## src/rtl/draw_scheduler.sv

```systemverilog
// Arbitrates the shared VGA write port between the board painter and the piece painter:
// full repaint, or erase-old / gap / draw-new for a piece move, with a per-phase watchdog.
module draw_scheduler #(
    parameter int WATCHDOG = 4095
) (
    input  logic       clk,
    input  logic       reset,
    input  logic       redraw_req,
    input  logic       move_req,
    input  logic [4:0] old_x,
    input  logic [5:0] old_y,
    input  logic [2:0] old_block,
    input  logic [4:0] new_x,
    input  logic [5:0] new_y,
    input  logic [2:0] new_block,
    input  logic [7:0] board_X,
    input  logic [6:0] board_Y,
    input  logic [5:0] board_colour,
    input  logic       board_finished,
    output logic       board_enable,
    input  logic [7:0] tet_X,
    input  logic [6:0] tet_Y,
    input  logic [5:0] tet_colour,
    input  logic       tet_complete,
    output logic       tet_enable,
    output logic       tet_clear,
    output logic [2:0] tet_block,
    output logic [4:0] tet_x_in,
    output logic [5:0] tet_y_in,
    output logic [7:0] vga_x,
    output logic [6:0] vga_y,
    output logic [5:0] vga_colour,
    output logic       vga_plot,
    output logic       busy,
    output logic       done,
    output logic       timeout
);
    typedef enum logic [2:0] {IDLE, BOARD, ERASE, GAP, DRAW, FINISH} state_t;

    localparam logic [11:0] WD_LIMIT = 12'(WATCHDOG);

    state_t      r_state;
    logic [11:0] r_cnt;
    logic        r_pend_redraw;
    logic        r_pend_move;
    logic        r_skip_erase;
    logic        r_timeout;
    logic [4:0]  r_sh_old_x,   r_sh_new_x,   r_act_old_x,   r_act_new_x;
    logic [5:0]  r_sh_old_y,   r_sh_new_y,   r_act_old_y,   r_act_new_y;
    logic [2:0]  r_sh_old_blk, r_sh_new_blk, r_act_old_blk, r_act_new_blk;

    logic w_wd_hit;
    logic w_tet_phase;
    logic w_tet_window;

    assign w_wd_hit     = (r_cnt == WD_LIMIT);
    assign w_tet_phase  = (r_state == ERASE) || (r_state == DRAW);
    assign w_tet_window = (r_cnt >= 12'd1) && (r_cnt <= 12'd64);

    always_ff @(posedge clk) begin
        if (reset) begin
            r_state       <= IDLE;
            r_cnt         <= '0;
            r_pend_redraw <= 1'b0;
            r_pend_move   <= 1'b0;
            r_skip_erase  <= 1'b0;
            r_timeout     <= 1'b0;
            r_sh_old_x    <= '0;
            r_sh_old_y    <= '0;
            r_sh_old_blk  <= '0;
            r_sh_new_x    <= '0;
            r_sh_new_y    <= '0;
            r_sh_new_blk  <= '0;
            r_act_old_x   <= '0;
            r_act_old_y   <= '0;
            r_act_old_blk <= '0;
            r_act_new_x   <= '0;
            r_act_new_y   <= '0;
            r_act_new_blk <= '0;
        end else begin
            r_cnt <= r_cnt + 12'd1;
            case (r_state)
                IDLE: begin
                    r_cnt <= '0;
                    if (r_pend_redraw) begin
                        r_state       <= BOARD;
                        r_pend_redraw <= 1'b0;
                        r_skip_erase  <= r_pend_move;
                    end else if (r_pend_move) begin
                        r_state       <= ERASE;
                        r_pend_move   <= 1'b0;
                        r_act_old_x   <= r_sh_old_x;
                        r_act_old_y   <= r_sh_old_y;
                        r_act_old_blk <= r_sh_old_blk;
                        r_act_new_x   <= r_sh_new_x;
                        r_act_new_y   <= r_sh_new_y;
                        r_act_new_blk <= r_sh_new_blk;
                    end
                end
                BOARD: begin
                    if (board_finished) begin
                        r_cnt <= '0;
                        if (r_skip_erase) begin
                            // The repaint already wiped the old piece, so go straight to drawing.
                            r_state       <= DRAW;
                            r_skip_erase  <= 1'b0;
                            r_pend_move   <= 1'b0;
                            r_act_old_x   <= r_sh_old_x;
                            r_act_old_y   <= r_sh_old_y;
                            r_act_old_blk <= r_sh_old_blk;
                            r_act_new_x   <= r_sh_new_x;
                            r_act_new_y   <= r_sh_new_y;
                            r_act_new_blk <= r_sh_new_blk;
                        end else begin
                            r_state <= FINISH;
                        end
                    end else if (w_wd_hit) begin
                        r_state      <= FINISH;
                        r_cnt        <= '0;
                        r_timeout    <= 1'b1;
                        r_skip_erase <= 1'b0;
                    end
                end
                ERASE: begin
                    if (tet_complete) begin
                        r_state <= GAP;
                        r_cnt   <= '0;
                    end else if (w_wd_hit) begin
                        r_state   <= FINISH;
                        r_cnt     <= '0;
                        r_timeout <= 1'b1;
                    end
                end
                GAP: begin
                    r_state <= DRAW;
                    r_cnt   <= '0;
                end
                DRAW: begin
                    if (tet_complete) begin
                        r_state <= FINISH;
                        r_cnt   <= '0;
                    end else if (w_wd_hit) begin
                        r_state   <= FINISH;
                        r_cnt     <= '0;
                        r_timeout <= 1'b1;
                    end
                end
                default: begin
                    r_state <= IDLE;
                    r_cnt   <= '0;
                end
            endcase

            // Capture comes last so a fresh request wins over the clear of the one being consumed.
            if (redraw_req) begin
                r_pend_redraw <= 1'b1;
            end
            if (move_req) begin
                r_pend_move  <= 1'b1;
                r_sh_old_x   <= old_x;
                r_sh_old_y   <= old_y;
                r_sh_old_blk <= old_block;
                r_sh_new_x   <= new_x;
                r_sh_new_y   <= new_y;
                r_sh_new_blk <= new_block;
            end
        end
    end

    assign board_enable = (r_state == BOARD) && !reset;
    assign tet_enable   = w_tet_phase && !reset;
    assign tet_clear    = (r_state == ERASE) && !reset;
    assign busy         = (r_state != IDLE) && !reset;
    assign done         = (r_state == FINISH) && !reset;
    assign timeout      = r_timeout;
    assign tet_block    = (r_state == ERASE) ? r_act_old_blk : r_act_new_blk;
    assign tet_x_in     = (r_state == ERASE) ? r_act_old_x   : r_act_new_x;
    assign tet_y_in     = (r_state == ERASE) ? r_act_old_y   : r_act_new_y;

    always_comb begin
        vga_x      = '0;
        vga_y      = '0;
        vga_colour = '0;
        if (r_state == BOARD) begin
            vga_x      = board_X;
            vga_y      = board_Y;
            vga_colour = board_colour;
        end else if (w_tet_phase) begin
            vga_x      = tet_X;
            vga_y      = tet_Y;
            vga_colour = tet_colour;
        end
    end

    // Painter pixels lag their enable by one cycle, hence no plot on the entry cycle.
    assign vga_plot = !reset &&
                      (((r_state == BOARD) && (r_cnt != 12'd0) && !board_finished) ||
                       (w_tet_phase && w_tet_window && !tet_complete));
endmodule

```

## config.mk

```make
export PLATFORM = sky130hd
export DESIGN_NAME = draw_scheduler
export DESIGN_NICKNAME = d
export VERILOG_FILES = /design/src/rtl/draw_scheduler.sv
export SDC_FILE = /design/constraint.sdc
export NUM_CORES = 1
export LEC_CHECK = 0
export BUFFER_PORTS_ARGS = -buffer_cell sky130_fd_sc_hd__buf_2
export CORE_UTILIZATION = 35
export CTS_CLUSTER_DIAMETER = 40
export DETAILED_ROUTE_END_ITERATION = 8
export PLACE_DENSITY = 0.7
export SLEW_MARGIN = 5
export SYNTH_ARGS = -nofsm -noshare
export SYNTH_HDL_FRONTEND = slang
export SYNTH_SLANG_ARGS = --single-unit
```

## constraint.sdc

```tcl
create_clock -name clk -period 2 [get_ports clk]
set_clock_uncertainty 0.15 [all_clocks]
set_input_delay 0.2 -clock clk [delete_from_list [all_inputs] [get_ports clk]]
set_output_delay 0.2 -clock clk [all_outputs]
set_load 0.005 [all_outputs]
```

==> reports/summary.txt, run 1 <==
=====================================================================================
Rows ...................................................................           36
Gate count of the mapped netlist .......................................          399
Top-Level Pins .........................................................          118
Worst Slack Setup Final ................................................  -0.07020 ns
Total power of the final layout ........................................      4624 µW
Post-synthesis sequential area ratio ...................................       42.40%
Worst Path Required ....................................................      1.65 ns
Storage element area ...................................................     1516 µm²
Reg-to-reg slack, setup ................................................      0.15 ns
Number of hold-slack violations in the final timing report .............            0
Final setup violation count ............................................            1
Number of flip-flops and latches in the synthesized netlist ............           75
Reported max-cap violation count .......................................            0
Number of vias in the routed layout ....................................        3,250
Total overflow reported by the global router ...........................            0
Power share of the sequential group ....................................        37.1%
Fin crit share .........................................................       103.5%
Die ar. ................................................................   10,520 µm²
Post-synthesis instance area ...........................................     3541 µm²
Origin of the worst min-delay path .....................................        reset
Num CTS Buffers ........................................................            9
Result of the run ...................................................... finished, violations left
Mapped Avg Cell Area ...................................................    8.874 µm²
Global-route total usage across every layer ............................       16.42%
Number of different library cells in the post-synthesis netlist ........           43
Pwr dens ............................................................... 938.2 nW/µm²
Setup repair after global routing missed its margin ....................         true
Number of enable flip-flop cells after synthesis .......................            0
Arrival time of the worst setup path ...................................      1.72 ns
Post-detailed-placement cell area ......................................     4319 µm²
Buffers added on ports .................................................          117
Clock Path Buffers .....................................................            2
Library cell used as clock root buffer .................................     clkbuf_8
Combinational share of power ...........................................        35.2%
Ys async rst share .....................................................           0%
Width of the chip ......................................................     102.6 µm
Post-route cell area ...................................................     4928 µm²
Vias in the first global route .........................................        3,000
CTS H-tree lvls ........................................................            3
F_max ..................................................................    483.0 MHz
Actual slew at the worst max-slew pin ..................................    0.4668 ns
Yosys top cell by area .................................................      dfxtp_1
Proportion of netlist area held by the largest area contributor ........       42.40%
Worst R2R Start ........................................................   r_state[2]
Multi-input gate area in the final layout ..............................     1914 µm²
Effective utilization at floorplan .....................................       36.23%
Routed WL per cell .....................................................     12.60 µm
Clock-pin slew of the registers on the worst-case setup and hold paths .      0.07 ns
Pins over their slew limit .............................................            0
Clock tree from TritonCTS ..............................................        built
Tightest Hold Check Type ...............................................       in2reg
Final GP Congestion ....................................................       0.8355
Detailed router's first-iteration violation count ......................           74
Capturing element type of the critical path ............................ primary output
Failing checks ......................................................... negative setup slack
Share of power burned in the clock network .............................        27.7%
Relative slew slack ....................................................       68.61%
Number of filler instances in the final layout .........................          902
Global-route wire length before repair .................................    13,340 µm
Synthesized Nets .......................................................          478
Number of remaining DRC errors .........................................            0
Main synth FF type .....................................................      dfxtp_1
Largest voltage drop on the vdd net ....................................     456.2 µV
DRT antenna net count ..................................................            0
Layout cell share with drive strength beyond 1 .........................       32.43%
Pint ...................................................................      3170 µW
Number of antenna cells inserted .......................................            0
Path depth of the worst reg2reg path ...................................            6
Layout overhead on the synthesized area ................................       39.19%
Synth top area cells ................................................... dfxtp_1, mux2i_1, nor2_1
Static power due to leakage ............................................  0.002440 µW
Half-perimeter wire length after detailed placement ....................      5831 µm
Placeable Area .........................................................     9774 µm²
Source-to-sink clock delay at the later pin of the worst-skew pair .....      0.35 ns
CP Class ...............................................................      reg2out
Critical R2R Capture ...................................................    r_cnt[11]
Worst Path Max Fanout ..................................................            2
Cells on Worst Hold Path ...............................................            2
CTS Sinks ..............................................................           75
Proportion of total power due to net switching .........................       31.45%
Synthesis Warnings .....................................................            0
Number of antenna violations at the first check in global routing ......            0
Kind of start point of the critical path ...............................     register
Largest net degree at the start of global routing ......................           36
Switching power total ..................................................      1454 µW
DIE HEIGHT .............................................................     102.6 µm
Hold endpoint ..........................................................      timeout
Net count of the finished layout .......................................          626
Detail-routed via count per cell .......................................        4.745
Clock period minus worst slack .........................................     2.070 ns
Final Routed Wirelength ................................................      8633 µm
First-pass iteration count of the detailed router ......................            4
=====================================================================================
power groups by stage:
stage	sequential (µW)	clock, µW	combinational (µW)
2_1_floorplan	1660	0	999
3_3_place_gp	1720	0	1480
3_5_place_dp	1730	0	1510
4_1_cts	1710	1320	1570
5_1_grt	1730	1400	1820
6_report	1720	1280	1630
state kept, by name, indices dropped and copies added (netlist names), 5 cells and up:
name and flops:
r_act_new_x 5, r_act_old_y 6, r_cnt 12, r_sh_old_y 6, r_act_old_x 5, r_act_new_y 6, r_sh_old_x 5, r_sh_new_x 5
r_sh_new_y 6
stage by stage:
step / hold slack (ns) / cells / TNS [ns] / utilization, % / worst slack [ns]
after floorplan: 0.1674 / 399 / 0 / - / 0.2662
after global placement: 0.2573 / 636 / 0 / 44.19 / 0.1502
after detailed placement: 0.2652 / 636 / 0 / 44.19 / 0.05053
after CTS: 0.01866 / 681 / -0.07930 / 49.68 / -0.07930
after global routing: 0.03433 / 685 / -0.2441 / 50.42 / -0.2079
final: 0.05478 / 685 / -0.07020 / 50.42 / -0.07020
worst max path at each step:
stage / endpoint / start / cells past startpoint
6_report: vga_plot / r_cnt[3] / 5
5_1_grt: vga_plot / r_cnt[3] / 5
4_1_cts: vga_plot / r_cnt[3] / 5
3_5_place_dp: vga_plot / r_state[2] / 5
3_3_place_gp: vga_plot / r_state[2] / 5
2_1_floorplan: r_cnt[2] / r_cnt[0] / 6
cell usage after synthesis, types with 2 or more instances:
cell type	count
dfxtp_1	75
nor2_1	72
mux2i_1	56
nand2_1	52
a22o_1	21
nor3_1	12
nor2_2	10
clkbuf_1	9
inv_1	9
xnor2_1	9
buf_2	8
nand3_1	7
a21oi_1	6
o21ai_0	5
buf_6	4
nand2b_1	4
buf_1	3
buf_4	3
ha_1	3
nand4_1	3
nor4_1	3
nor4b_2	2
o21ai_1	2
xor2_1	2
final cells by class:
class | count | area share [%]
timing repair buffer | 164 | 21.88
clock buffer | 12 | 2.945
tap | 133 | 3.376
multi-input combinational | 288 | 38.84
inverter | 9 | 0.6855
sequential | 75 | 30.77
clock inverter | 4 | 1.498
cell families after synthesis:
group,after synthesis,synth area share (%)
buffers and inverters,36,5.265
AND/OR/NAND/NOR,175,23.43
AO/OA/AOI/OAI,43,9.294
adder cells (fa/ha/maj),3,1.060
flip-flops,75,42.40
multiplexers,56,15.83
XOR/XNOR,11,2.721
layer usage:
metal | track usage (%) | routed length (µm) | vias up
met5 | 0 | 0 | -
met1 | 17.98 | 3670 | 1463
li1 | - | - | 1651
met4 | 5.714 | 97 | 0
met3 | 4.814 | 583 | 11
met2 | 30.05 | 4282 | 125
timing repair:
action,in CTS,in global routing
gates cloned,0,1
hold buffers,29,0
resized for setup,11,10
endpoints found under the hold margin,29,0
pin swaps,4,0
setup endpoints to repair,37,34
buffers inserted,0,3
cells in the final DEF (no fill, tap or decap), types with 2 or more instances in the layout:
cell type / n
a21oi_1: 6
mux2i_1: 56
nor3_1: 12
buf_4: 10
nor2_2: 11
nor2_1: 70
buf_6: 2
inv_1: 9
nand3_1: 7
buf_12: 5
dlygate4sd3_1: 29
nand4_1: 3
nor4b_2: 2
nor4_1: 2
ha_1: 3
xor2_1: 2
nand2b_1: 3
clkbuf_1: 2
xnor2_1: 8
bufinv_16: 2
clkbuf_8: 10
dfxtp_4: 3
buf_2: 118
nor4_4: 2
dfxtp_2: 3
o21ai_0: 5
a22o_1: 21
nand2_1: 52
dfxtp_1: 69
worst max-delay path, cell delays in order, from the launching register on:
cell and delay [ns]:
dfxtp_2 0.34, nor4_4 0.27, nand2_1 0.12, a21o_1 0.20
a2111oi_4 0.28, buf_2 0.17
Note: power is estimated with default switching activity, not from simulation.
==> inputs of run 2 (changes only) <==
Settings changed: CORE_MARGIN set to 3.
==> run 2 against run 1 <==
  * Clock-buffer cell count shrank 3
  * Die area grew 8.0%
  * Clock power shrank 9%
  * Register-to-register slack lost 0.04 ns
  * Critical path type unchanged
  * The flow still finishes with violations (negative setup slack)
  * Largest power group is now combinational cells
==> reports/summary.txt, run 2 (synthesized netlist as in run 1, its figures left out) <==
=====================================================================================
Worst R2R Start ........................................................     r_cnt[0]   was r_state[2]
DIE HEIGHT .............................................................     106.6 µm   was 102.6 µm
Clock Path Buffers .....................................................            2   unchanged
Top-Level Pins .........................................................          118   unchanged
Reg-to-reg slack, setup ................................................      0.11 ns   was 0.15 ns
Number of antenna violations at the first check in global routing ......            0   unchanged
CTS H-tree lvls ........................................................            3   unchanged
Largest net degree at the start of global routing ......................           61   was 36
Num CTS Buffers ........................................................            9   unchanged
Layout cell share with drive strength beyond 1 .........................       33.69%   was 32.43%
Relative slew slack ....................................................       69.36%   was 68.61%
Kind of start point of the critical path ...............................     register   unchanged
Failing checks ......................................................... negative setup slack   unchanged
Largest Register .......................................................        r_cnt   unchanged
Source-to-sink clock delay at the later pin of the worst-skew pair .....      0.33 ns   was 0.35 ns
Largest stage delay on the critical path ...............................      0.34 ns   about the same
Net count of the finished layout .......................................          632   was 626
Worst Path Required ....................................................      1.65 ns   about the same
Worst Path Max Fanout ..................................................            2   unchanged
CP Class ...............................................................      reg2out   unchanged
Die ar. ................................................................   11,360 µm²   was 10,520 µm²
Capturing element type of the critical path ............................ primary output   unchanged
CTS Sinks ..............................................................           75   unchanged
Cells on Worst Hold Path ...............................................            2   unchanged
Final Routed Wirelength ................................................      8995 µm   was 8633 µm
Worst Setup SP .........................................................     r_cnt[3]   unchanged
Placeable Area .........................................................     9819 µm²   was 9774 µm²
Fin crit share .........................................................       104.0%   was 103.5%
Detail-routed via count per cell .......................................        4.796   was 4.745
Total power of the final layout ........................................      4670 µW   was 4624 µW
Worst Slack Setup Final ................................................  -0.08076 ns   was -0.07020 ns
Setup repair after global routing missed its margin ....................         true   unchanged
Library cell used as clock root buffer .................................     clkbuf_8   unchanged
Buffers added on ports .................................................          117   unchanged
Fin Hold WS ............................................................   0.06939 ns   was 0.05478 ns
Routed WL per cell .....................................................     13.02 µm   was 12.60 µm
Number of hold-slack violations in the final timing report .............            0   unchanged
Clock tree from TritonCTS ..............................................        built   unchanged
Total overflow reported by the global router ...........................            0   unchanged
Pins over their slew limit .............................................            0   unchanged
Largest voltage drop on the vdd net ....................................     504.5 µV   was 456.2 µV
Origin of the worst min-delay path .....................................        reset   unchanged
F_max ..................................................................    480.6 MHz   was 483.0 MHz
Reported max-cap violation count .......................................            0   unchanged
Flip-flop count of the largest register after layout ...................           12   unchanged
Final setup violation count ............................................            1   unchanged
Width of the chip ......................................................     106.6 µm   was 102.6 µm
Number of remaining DRC errors .........................................            0   unchanged
Tightest Hold Check Type ...............................................       in2reg   unchanged
Number of vias in the routed layout ....................................        3,314   was 3,250
Global-route wire length before repair .................................    14,580 µm   was 13,340 µm
Result of the run ...................................................... finished, violations left   unchanged
Cell breakdown of the critical path .................................... nor4_4, nand2_1, a21o_1, a2111oi_4, buf_2   unchanged
Most common cell after layout, fill and taps aside .....................        buf_2   unchanged
Detailed router's first-iteration violation count ......................          165   was 74
Rows ...................................................................           36   unchanged
Static power due to leakage ............................................  0.002478 µW   was 0.002440 µW
Final GP Congestion ....................................................       0.7923   was 0.8355
Critical R2R Capture ...................................................   r_state[0]   was r_cnt[11]
Layout overhead on the synthesized area ................................       41.34%   was 39.19%
Actual slew at the worst max-slew pin ..................................    0.4556 ns   was 0.4668 ns
Top library cells by usage in the layout, fill and taps aside .......... buf_2, dfxtp_1, nor2_1   was buf_2, nor2_1, dfxtp_1
Effective utilization at floorplan .....................................       36.06%   was 36.23%
Placed Cells incl. Taps ................................................          638   was 636
DRT antenna net count ..................................................            0   unchanged
Number of antenna cells inserted .......................................            0   unchanged
Half-perimeter wire length after detailed placement ....................      5862 µm   was 5831 µm
Post-route non-filler standard cell count ..............................          691   was 685
Pwr dens ............................................................... 933.1 nW/µm²   was 938.2 nW/µm²
Clock period minus worst slack .........................................     2.081 ns   was 2.070 ns
First-pass iteration count of the detailed router ......................            5   was 4
Vias in the first global route .........................................        3,154   was 3,000
Arrival time of the worst setup path ...................................      1.73 ns   was 1.72 ns
Clock-pin slew of the registers on the worst-case setup and hold paths .      0.09 ns   was 0.07 ns
Global-route total usage across every layer ............................       15.46%   was 16.42%
Hold endpoint ..........................................................      timeout   unchanged
Path depth of the worst reg2reg path ...................................            6   unchanged
Master of the slowest instance on the critical path ....................      dfxtp_2   unchanged
=====================================================================================
[run 2: cell count changes in the layout (fill, tap and decap cells not counted), moves of 2 or more]
cell and delta:
buf_12 +2, buf_4 +2, buf_6 +2, clkbuf_1 -2, dfxtp_1 +2, inv_6 +2, nor2_4 +2
[run 2: where the power goes]
part / internal, µW / switching, µW / leakage (µW) / total, µW
combinational: 938 / 911 / 0.00176 / 1850
sequential: 1590 / 70.7 / 0.000614 / 1660
clock: 585 / 578 / 0.000104 / 1160
total: 3110 / 1560 / 0.00248 / 4670
[run 2: final cells by class]
class	count	area, µm²
fillers	895	4815
well taps	133	166.4
inverters	9	33.78
multi-input cells	288	1936
clock inverters	7	75.07
clock buffers	9	123.9
flip-flops and latches	75	1511
repair buffers	170	1159
[run 2: repair_timing]
action,in CTS,in global routing
hold buffers,29,0
pin swaps,4,2
endpoints found under the setup margin,36,36
resized for setup,17,15
setup buffers,5,1
gates cloned,0,2
hold endpoints to repair,29,0
[run 2: worst max-delay path, delay by kind of cell, from the launching register on]
family / cells / cell delay [ns]
simple gates: 2 / 0.40
flops: 1 / 0.34
compound gates: 2 / 0.49
buf+inv: 1 / 0.17
[run 2: worst max-delay path by stage]
stage	cells past startpoint	slack, ns	to
4_1_cts	5	-0.12	vga_plot
3_5_place_dp	4	-0.11	vga_colour[2]
3_3_place_gp	4	0.004	vga_y[6]
5_1_grt	5	-0.20	vga_plot
6_report	5	-0.08	vga_plot
2_1_floorplan	6	0.27	r_cnt[2]
[run 2: through the flow]
| stage | cell area, µm² | worst slack [ns] | TNS, ns | utilization, % |
|---|---|---|---|---|
| after floorplan | 3541 | 0.2662 | 0 | - |
| after global placement | 4334 | 0.004157 | 0 | 44.14 |
| after detailed placement | 4334 | -0.1107 | -1.899 | 44.14 |
| after CTS | 4945 | -0.1151 | -0.4642 | 50.36 |
| after global routing | 5005 | -0.2039 | -0.2063 | 50.97 |
| final | 5005 | -0.08076 | -0.08076 | 50.97 |
[run 2: layer usage]
metal	part of all wire [%]	global-route usage (%)	vias to the layer above
met5	0	0	-
met4	0.98	3.836	0
met3	6.4	3.311	7
met2	49	27.52	121
met1	44	18.98	1518
li1	-	-	1668
==> inputs of run 3 (changes only) <==
Settings changed: CTS_BUF_LIST set to sky130_fd_sc_hd__clkbuf_16.
==> run 3 against run 2 <==
  * The flow still finishes with violations (negative setup slack)
  * Register-to-register slack is essentially flat
  * Via count fell by 0.42%
  * Non-clock buffer count fell by 2
  * Worst hold slack worse by 0.052 ns
  * Core utilization up 0.78 points
  * Final area grew 1.5%
  * Maximum frequency grew 0.54%
  * Worst setup slack gained 0.011 ns
  * First-iteration DRC count fell by 3.0%
  * Die area stayed put
  * Cell count down 0.29%
  * Critical path type unchanged
==> reports/summary.txt, run 3 (synthesized netlist as in run 1, its figures left out) <==
=====================================================================================
Largest Register .......................................................        r_cnt   unchanged
Final GP Congestion ....................................................       0.7923   unchanged
Tightest Hold Check Type ...............................................       in2reg   unchanged
Capturing element type of the critical path ............................ primary output   unchanged
Number of antenna violations at the first check in global routing ......            0   unchanged
Clock period minus worst slack .........................................     2.070 ns   was 2.081 ns
Worst R2R Start ........................................................     r_cnt[0]   unchanged
Num CTS Buffers ........................................................            9   unchanged
Arrival time of the worst setup path ...................................      1.72 ns   was 1.73 ns
CP Class ...............................................................      reg2out   unchanged
Width of the chip ......................................................     106.6 µm   unchanged
Number of remaining DRC errors .........................................            0   unchanged
Top library cells by usage in the layout, fill and taps aside .......... buf_2, dfxtp_1, nor2_1   unchanged
Number of filler instances in the final layout .........................          895   unchanged
Final Routed Wirelength ................................................      9038 µm   was 8995 µm
Net count of the finished layout .......................................          630   was 632
DIE HEIGHT .............................................................     106.6 µm   unchanged
Actual slew at the worst max-slew pin ..................................    0.4440 ns   was 0.4556 ns
Flip-flop count of the largest register after layout ...................           12   unchanged
Routed WL per cell .....................................................     13.12 µm   was 13.02 µm
Failing checks ......................................................... negative setup slack   unchanged
CTS Sinks ..............................................................           75   unchanged
Total overflow reported by the global router ...........................            0   unchanged
Relative slew slack ....................................................       70.15%   was 69.36%
Hold endpoint .......................................................... r_sh_old_blk[1]   was timeout
Placeable Area .........................................................     9819 µm²   unchanged
Static power due to leakage ............................................  0.002511 µW   was 0.002478 µW
Largest stage delay on the critical path ...............................      0.35 ns   was 0.34 ns
Clock-pin slew of the registers on the worst-case setup and hold paths .      0.06 ns   was 0.09 ns
Reg-to-reg slack, setup ................................................      0.12 ns   was 0.11 ns
Largest net degree at the start of global routing ......................           61   unchanged
Multi-input gate area in the final layout ..............................     1944 µm²   was 1936 µm²
Rows ...................................................................           36   unchanged
Fin crit share .........................................................       103.5%   was 104.0%
Number of vias in the routed layout ....................................        3,300   was 3,314
Master of the slowest instance on the critical path ....................      dfxtp_2   unchanged
Cells on Worst Hold Path ...............................................            3   was 2
Top-Level Pins .........................................................          118   unchanged
Number of antenna cells inserted .......................................            0   unchanged
Effective utilization at floorplan .....................................       36.06%   unchanged
Worst Path Max Fanout ..................................................            5   was 2
Layout cell share with drive strength beyond 1 .........................       33.63%   was 33.69%
Path depth of the worst reg2reg path ...................................            6   unchanged
DRT antenna net count ..................................................            0   unchanged
Half-perimeter wire length after detailed placement ....................      5862 µm   unchanged
Post-detailed-placement cell area ......................................     4334 µm²   unchanged
First-pass iteration count of the detailed router ......................            6   was 5
Detailed router's first-iteration violation count ......................          160   was 165
Result of the run ...................................................... finished, violations left   unchanged
Global-route wire length before repair .................................    14,750 µm   was 14,580 µm
Setup repair after global routing missed its margin ....................         true   unchanged
Detail-routed via count per cell .......................................        4.790   was 4.796
Buffers added on ports .................................................          117   unchanged
Worst Path Required ....................................................      1.65 ns   about the same
F_max ..................................................................    483.2 MHz   was 480.6 MHz
Largest voltage drop on the vdd net ....................................     554.7 µV   was 504.5 µV
Source-to-sink clock delay at the later pin of the worst-skew pair .....      0.33 ns   about the same
Storage element area ...................................................     1509 µm²   was 1511 µm²
Worst Slack Setup Final ................................................  -0.06963 ns   was -0.08076 ns
Global-route total usage across every layer ............................       15.77%   was 15.46%
Post-route cell area ...................................................     5081 µm²   was 5005 µm²
Pins over their slew limit .............................................            0   unchanged
Number of hold-slack violations in the final timing report .............            0   unchanged
Clock Path Buffers .....................................................            2   unchanged
Library cell used as clock root buffer .................................    clkbuf_16   was clkbuf_8
Final setup violation count ............................................            1   unchanged
Reported max-cap violation count .......................................            0   unchanged
Total power of the final layout ........................................      5080 µW   was 4670 µW
Cell breakdown of the critical path .................................... nor4_4, nand2_1, a21o_1, a2111oi_4, buf_2   unchanged
Origin of the worst min-delay path ..................................... old_block[1]   was reset
Pwr dens ............................................................... 999.8 nW/µm²   was 933.1 nW/µm²
CTS H-tree lvls ........................................................            3   unchanged
Vias in the first global route .........................................        3,180   was 3,154
Die ar. ................................................................   11,360 µm²   unchanged
Most common cell after layout, fill and taps aside .....................        buf_2   unchanged
Clock tree from TritonCTS ..............................................        built   unchanged
Critical R2R Capture ...................................................   r_state[0]   unchanged
Layout overhead on the synthesized area ................................       43.50%   was 41.34%
Kind of start point of the critical path ...............................     register   unchanged
=====================================================================================
run 3: critical path, delay by kind of cell, from the launching register on:
kind,cells,cell delay (ns)
DFF,1,0.35
and+or+nand+nor,2,0.39
buffers and inverters,1,0.17
AOI/OAI and AO/OA,2,0.49
run 3: routing by layer:
layer | up-vias | global-route usage [%] | share of wire, %
li1 | 1667 | - | -
met1 | 1507 | 19.27 | 43
met2 | 121 | 27.97 | 49
met3 | 5 | 3.492 | 6.7
met4 | 0 | 4.110 | 0.70
met5 | - | 0 | 0
run 3: area by class of cell:
| cell class | instances | share of cell area, % |
|---|---|---|
| repair buffers | 168 | 22.19 |
| flip-flops and latches | 75 | 29.70 |
| well taps | 133 | 3.275 |
| clock buffers | 9 | 4.432 |
| multi-input cells | 288 | 38.27 |
| clock inverters | 7 | 1.477 |
| inverters | 9 | 0.6649 |
run 3: power breakdown:
| group | internal [µW] | switching, µW |
|---|---|---|
| clock | 974 | 630 |
| combinational | 911 | 909 |
| sequential | 1590 | 70.1 |
run 3: how the worst max path moves through the flow:
stage | from | to | depth (start not counted) | slack [ns]
finish | r_cnt[4] | vga_plot | 5 | -0.07
global route | r_cnt[4] | vga_plot | 5 | -0.19
detailed placement | r_state[2] | vga_colour[2] | 4 | -0.11
global placement | r_state[2] | vga_y[6] | 4 | 0.004
CTS | r_cnt[3] | vga_plot | 5 | -0.08
floorplan | r_cnt[0] | r_cnt[2] | 6 | 0.27
run 3: what timing repair did:
item,CTS,global route
resized for setup,17,13
endpoints found under the setup margin,36,47
hold buffers,28,0
gates cloned,0,1
hold endpoints to repair,28,0
pin swaps,5,3
buffers inserted,5,1
run 3: per-stage QoR:
stage | hold WS (ns) | util, % | TNS (ns) | setup WS (ns) | cells
finish | 0.01785 | 51.75 | -0.06963 | -0.06963 | 689
detailed placement | 0.2831 | 44.14 | -1.899 | -0.1107 | 638
floorplan | 0.1674 | - | 0 | 0.2662 | 399
global placement | 0.2738 | 44.14 | 0 | 0.004157 | 638
CTS | 0.005824 | 51.17 | -0.08460 | -0.08460 | 687
global route | 0.02301 | 51.75 | -0.1954 | -0.1892 | 689
